**src/rtl/address_decoder_if.sv**
```systemverilog
// CPU data-port bundle between the core and the address decoder.
// master: CPU side (drives requests); slave: decoder side (drives enables/select/fault).
interface address_decoder_if #(
  parameter int unsigned ADDR_WIDTH = 16
);

  // CPU request
  logic                  wen;
  logic                  ren;
  logic [ADDR_WIDTH-1:0] addr;

  // Decoder response
  logic                  wen1;
  logic                  wen2;
  logic [1:0]            out_sel;
  logic                  fault;

  modport master (
    output wen,
    output ren,
    output addr,
    input  wen1,
    input  wen2,
    input  out_sel,
    input  fault
  );

  modport slave (
    input  wen,
    input  ren,
    input  addr,
    output wen1,
    output wen2,
    output out_sel,
    output fault
  );

endinterface

```
**src/rtl/address_decoder.sv**
```systemverilog
// Data-side memory-map decoder for the rv32i system.
// Write enables are combinational (memory writes at the next edge); the read-data mux
// select and the unmapped-access fault are registered to line up with the one-cycle
// read latency of the synchronous memories.
module address_decoder #(
  parameter int unsigned           ADDR_WIDTH = 16,
  parameter logic [ADDR_WIDTH-1:0] R1_BASE    = 16'h0000,
  parameter logic [ADDR_WIDTH-1:0] R1_SIZE    = 16'h2000,
  parameter logic [ADDR_WIDTH-1:0] R2_BASE    = 16'h2000,
  parameter logic [ADDR_WIDTH-1:0] R2_SIZE    = 16'h1000
) (
  input  logic               clk,
  input  logic               rst,     // synchronous, active-low
  address_decoder_if.slave   cpu_bus
);

  // Read-data mux select encoding; 2'b11 is never produced.
  typedef enum logic [1:0] {
    SelNone = 2'b00,
    SelR1   = 2'b01,
    SelR2   = 2'b10
  } sel_e;

  // One extra bit so that base + size == 2**ADDR_WIDTH does not wrap.
  localparam int unsigned         ExtW   = ADDR_WIDTH + 1;
  localparam logic [ExtW-1:0]     R1Base = {1'b0, R1_BASE};
  localparam logic [ExtW-1:0]     R1Size = {1'b0, R1_SIZE};
  localparam logic [ExtW-1:0]     R2Base = {1'b0, R2_BASE};
  localparam logic [ExtW-1:0]     R2Size = {1'b0, R2_SIZE};

  logic [ExtW-1:0] addr_ext;
  logic [ExtW-1:0] off1;
  logic [ExtW-1:0] off2;
  logic            in_r1;
  logic            in_r2;
  logic            hit1;
  logic            hit2;
  logic            unmapped;

  sel_e            out_sel_d, out_sel_q;
  logic            fault_d, fault_q;

  // Region hit detection. base <= addr < base + size is evaluated as
  // (addr - base) < size at ExtW bits: an address below base wraps to at least
  // 2**ADDR_WIDTH + 1, which always exceeds any legal size, so one compare suffices.
  always_comb begin
    addr_ext = {1'b0, cpu_bus.addr};
    off1     = addr_ext - R1Base;
    off2     = addr_ext - R2Base;
    in_r1    = (off1 < R1Size);
    in_r2    = (off2 < R2Size);
    hit1     = in_r1;
    hit2     = in_r2 & ~in_r1;  // region 1 wins on overlap
    unmapped = ~hit1 & ~hit2;
  end

  // Combinational write enables, gated by wen first so addr is irrelevant when idle,
  // and held low for as long as reset is asserted.
  always_comb begin
    cpu_bus.wen1 = cpu_bus.wen & hit1 & rst;
    cpu_bus.wen2 = cpu_bus.wen & hit2 & rst;
  end

  // Next read select and fault for the data returned in the following cycle.
  always_comb begin
    out_sel_d = SelNone;
    fault_d   = 1'b0;
    if (cpu_bus.ren && hit1) begin
      out_sel_d = SelR1;
    end else if (cpu_bus.ren && hit2) begin
      out_sel_d = SelR2;
    end
    if ((cpu_bus.wen || cpu_bus.ren) && unmapped) begin
      fault_d = 1'b1;
    end
  end

  // Select/fault registers; reset discards any pending read or fault.
  always_ff @(posedge clk) begin
    if (!rst) begin
      out_sel_q <= SelNone;
      fault_q   <= 1'b0;
    end else begin
      out_sel_q <= out_sel_d;
      fault_q   <= fault_d;
    end
  end

  // Registered outputs onto the bus.
  always_comb begin
    cpu_bus.out_sel = out_sel_q;
    cpu_bus.fault   = fault_q;
  end

`ifndef SYNTHESIS
  // The two write enables are mutually exclusive by construction.
  wen_onehot_a: assert property (@(posedge clk) !(cpu_bus.wen1 && cpu_bus.wen2));
  // The unused select code must never appear.
  sel_legal_a: assert property (@(posedge clk) rst |-> cpu_bus.out_sel != 2'b11);
`endif

endmodule

```
**src/flat_wrapper.sv**
```systemverilog
// flat-port wrapper written by rule: the top's interface ports become plain ports
module address_decoder_flat 
#(
  parameter int unsigned           ADDR_WIDTH = 16,
  parameter logic [ADDR_WIDTH-1:0] R1_BASE    = 16'h0000,
  parameter logic [ADDR_WIDTH-1:0] R1_SIZE    = 16'h2000,
  parameter logic [ADDR_WIDTH-1:0] R2_BASE    = 16'h2000,
  parameter logic [ADDR_WIDTH-1:0] R2_SIZE    = 16'h1000
)
  (clk, rst, cpu_bus_wen, cpu_bus_ren, cpu_bus_addr, cpu_bus_wen1, cpu_bus_wen2, cpu_bus_out_sel, cpu_bus_fault);
  address_decoder_if #(.ADDR_WIDTH(ADDR_WIDTH)) cpu_bus_i ();
  input  logic clk;
  input  logic rst;
  input wire logic [$bits(cpu_bus_i.wen)-1:0] cpu_bus_wen;
  input wire logic [$bits(cpu_bus_i.ren)-1:0] cpu_bus_ren;
  input wire logic [$bits(cpu_bus_i.addr)-1:0] cpu_bus_addr;
  output wire logic [$bits(cpu_bus_i.wen1)-1:0] cpu_bus_wen1;
  output wire logic [$bits(cpu_bus_i.wen2)-1:0] cpu_bus_wen2;
  output wire logic [$bits(cpu_bus_i.out_sel)-1:0] cpu_bus_out_sel;
  output wire logic [$bits(cpu_bus_i.fault)-1:0] cpu_bus_fault;
  assign cpu_bus_i.wen = cpu_bus_wen;
  assign cpu_bus_i.ren = cpu_bus_ren;
  assign cpu_bus_i.addr = cpu_bus_addr;
  assign cpu_bus_wen1 = cpu_bus_i.wen1;
  assign cpu_bus_wen2 = cpu_bus_i.wen2;
  assign cpu_bus_out_sel = cpu_bus_i.out_sel;
  assign cpu_bus_fault = cpu_bus_i.fault;
  address_decoder #(.ADDR_WIDTH(ADDR_WIDTH), .R1_BASE(R1_BASE), .R1_SIZE(R1_SIZE), .R2_BASE(R2_BASE), .R2_SIZE(R2_SIZE)) u_core (.clk(clk), .rst(rst), .cpu_bus(cpu_bus_i));
endmodule
```
**config.mk**
```make
export PLATFORM = sky130hd
export DESIGN_NAME = address_decoder_flat
export DESIGN_NICKNAME = d
export VERILOG_FILES = /design/src/rtl/address_decoder_if.sv /design/src/rtl/address_decoder.sv /design/src/flat_wrapper.sv
export SDC_FILE = /design/constraint.sdc
export NUM_CORES = 1
export LEC_CHECK = 0
export ABC_CLOCK_PERIOD_IN_PS = 1000
export CORE_AREA = 2 2 39 41
export DETAILED_ROUTE_END_ITERATION = 7
export DIE_AREA = 0 0 41 43
export PLACE_DENSITY_LB_ADDON = 0.08
export SYNTH_ARGS = -nofsm -noshare
export SYNTH_HDL_FRONTEND = slang
export SYNTH_SLANG_ARGS = --single-unit
```
**constraint.sdc**
```tcl
create_clock -name clk -period 1 [get_ports clk]
set_input_delay 0.15 -clock clk [delete_from_list [all_inputs] [get_ports clk]]
set_output_delay 0.15 -clock clk [all_outputs]
set_load 0.01 [all_outputs]
```
==> flow_metrics.py <==
metrics = {
    "clocking": {
        "cts-htree-levels": 1,
        "cts_sinks": 3,
        "clk_path_buf_depth": 2,
        "cts_tree": "yes",
        "clk_root_buffer_cell": "clkbuf_4",
        "path_clk_slew_ns": 0.03,
        "cts_buffers": 3,
    },
    "sta": {
        "setup_viol": 1,
        "slew_headroom": 0.920,
        "min_period_ns": 1.21,
        "maxSlewViolCount": 0,
        "rsz0062_at_grt": "yes",
        "final.setup.worst_slack_ns": -0.211,
        "hold_violations": 0,
        "tightest_slew_ns": 0.120,
        "finalCritPeriodShare": 1.21,
        "max_freq_mhz": 826,
    },
    "floorplan": {
        "initial_core_util": 0.101,
        "dieHeight_microns": 43,
        "dieArea_sq_um": 1760,
        "die_w_microns": 41,
        "rows": 14,
        "core_sq_um": 1380,
        "io_pins": 25,
    },
    "synth": {
        "netlist_top_cells_area": "dfxtp_1 (43%), and3_1 (18%), and4bb_1 (8.9%), ha_1 (8.9%), nor3b_2 (8.9%)",
        "yosysUniqueCellTypes": 8,
        "netlist_instances": 14,
        "ys_seq_elements": 3,
        "syn_nets": 35,
        "synth_seq_area_share": 0.429,
        "syn_avg_cell_area_sq_um": 10.0,
        "yosys_warnings": 0,
        "synth_top_area_share": 0.429,
        "yosys.area.top_type": "dfxtp_1",
        "synth_area_sq_um": 140,
    },
    "grt": {
        "grt_max_degree": 4,
        "overflow": 0,
        "grt_pass1_wl_microns": 600,
        "antenna_found_initial": 0,
        "grt_pass1_vias": 164,
        "grt_usage": 0.0600,
    },
    "setup_path": {
        "cp_max_fo": 3,
        "critical_path_class": "in -> out",
        "worstPathRequired_ns": 0.85,
        "end_kind": "primary output",
        "crit_arrival_ns": 1.06,
        "setup.worst_path.end": "cpu_bus_wen2",
        "crit_start": "cpu_bus_addr[13]",
        "crit_path_start_kind": "input pin",
    },
    "run_status": {
        "status": "finished with violations",
        "failed_checks": "negative setup slack",
    },
    "placed_design": {
        "gp_congestion": 0.568,
        "port_buffers": 12,
        "dp_cells": 43,
    },
    "finish": {
        "fin_nets": 52,
        "diodes": 0,
        "layout.cells.non_filler": 46,
        "fill_cells": 156,
        "area_delta_synth_final_pct": 140,
        "drive_above_1_share": 0.533,
        "fin_util": 0.243,
    },
    "route": {
        "drt-total-wl_microns": 334,
        "post-route-drc-count": 0,
        "wl_per_cell_microns": 7.26,
        "drt_first_pass_iters": 2,
        "dr.first_iter.drc_count": 2,
        "vias": 161,
        "drt-vias-per-instance": 3.50,
        "postRouteAntennaNets": 0,
    },
    "pwr": {
        "clkPwrFrac": 0.520,
        "comb_power_share": 0.163,
        "vdd_ir_drop_max_uv": 188,
        "intPower_uw": 314,
        "p_seq_frac": 0.317,
        "power_switching_uw": 80.9,
        "p_per_area_nw_per_um2": 1170,
        "p_leak_uw": 0.000164,
        "p_sw_frac": 0.205,
    },
    "hold_path": {
        "min_path_type": "in -> reg",
    },
    "run": {
        "drv_cap": 0,
    },
}
-- layer usage --
| metal | routed length, microns | GRT usage | share of wire | vias up |
|---|---|---|---|---|
| li1 | - | - | - | 80 |
| met1 | 112 | 0.0540 | 0.34 | 70 |
| met2 | 169 | 0.0688 | 0.51 | 9 |
| met3 | 40 | 0.0314 | 0.12 | 2 |
| met4 | 12 | 0.100 | 0.036 | 0 |
| met5 | 0 | 0 | 0 | - |
-- power by group through the flow --
| stage | Sequential, uW | Clock [uW] | Combinational, uW |
|---|---|---|---|
| floorplan | 130 | 0 | 15.8 |
| finish | 125 | 205 | 64.6 |
| global route | 125 | 239 | 71.5 |
| global placement | 127 | 0 | 63.2 |
| CTS | 125 | 213 | 65.9 |
| detailed placement | 127 | 0 | 62.8 |
-- cell usage after synthesis --
| master | instances |
|---|---|
| and3_1 | 4 |
| dfxtp_1 | 3 |
| nor2_1 | 2 |
| and4bb_1 | 1 |
| ha_1 | 1 |
| inv_1 | 1 |
| nor2b_1 | 1 |
| nor3b_2 | 1 |
-- cell families (layout without fill, tap and decap cells) --
group         after synthesis  after routing  share of synthesized area
simple gates                9              9                      0.455
flops                       3              3                      0.429
fa+ha+maj                   1              1                     0.0893
buf+inv                     1             17                     0.0268
-- cells in the final DEF, fill, tap and decap left out, drive strengths merged --
cell type,n
and3,4
and4bb,1
buf,5
clkbuf,4
clkdlybuf4s50,1
dfxtp,3
dlygate4sd2,6
ha,1
inv,1
nor2,2
nor2b,1
nor3b,1
-- worst min path at each step --
stage	startpoint	cells after the start	end
final	rst	2	u_core.cpu_bus.out_sel[0]
after global routing	rst	2	u_core.cpu_bus.out_sel[0]
after CTS	rst	2	u_core.cpu_bus.out_sel[0]
after detailed placement	rst	2	u_core.cpu_bus.out_sel[0]
after global placement	cpu_bus_ren	2	u_core.cpu_bus.out_sel[1]
after floorplan	cpu_bus_ren	1	u_core.cpu_bus.out_sel[1]
-- registers in the layout, indices dropped and copies added (netlist names) --
| register | count |
|---|---|
| u_core.cpu_bus.out_sel | 2 |
| u_core.cpu_bus.fault | 1 |
-- per-stage QoR --
stage               setup WS (ns)  TNS [ns]  total power (uW)  instance area, sq um  hold slack [ns]
floorplan                 0.00129         0               146                   145            0.296
global placement            -1.04     -2.89               191                   293            0.789
detailed placement          -1.04     -2.93               190                   293            0.792
CTS                        -0.198    -0.198               405                   337            0.328
global route               -0.237    -0.237               436                   337            0.347
finish                     -0.211    -0.211               395                   337            0.330
-- critical path: stages --
cell	delay, ns
buf_6	0.10
nor2_4	0.11
ha_4	0.20
and4bb_2	0.24
and3_4	0.15
buf_6	0.11
-- area by class of cell --
class / instances / area (sq um) / share of cell area
multi-input cells: 10 / 114 / 0.338
repair buffers: 12 / 113 / 0.335
flip-flops and latches: 3 / 60.1 / 0.178
clock buffers: 4 / 26.3 / 0.0781
well taps: 16 / 20.0 / 0.0595
inverters: 1 / 3.75 / 0.0112
-- repair_timing --
action / 4_1_cts / 5_1_grt
pin swaps: 4 / 0
setup endpoints to repair: 8 / 1
gates cloned: 0 / 0
setup buffers: 0 / 0
gates resized for setup: 36 / 1
hold buffers: 0 / 0
No activity file was read; power rests on OpenSTA's default activity.
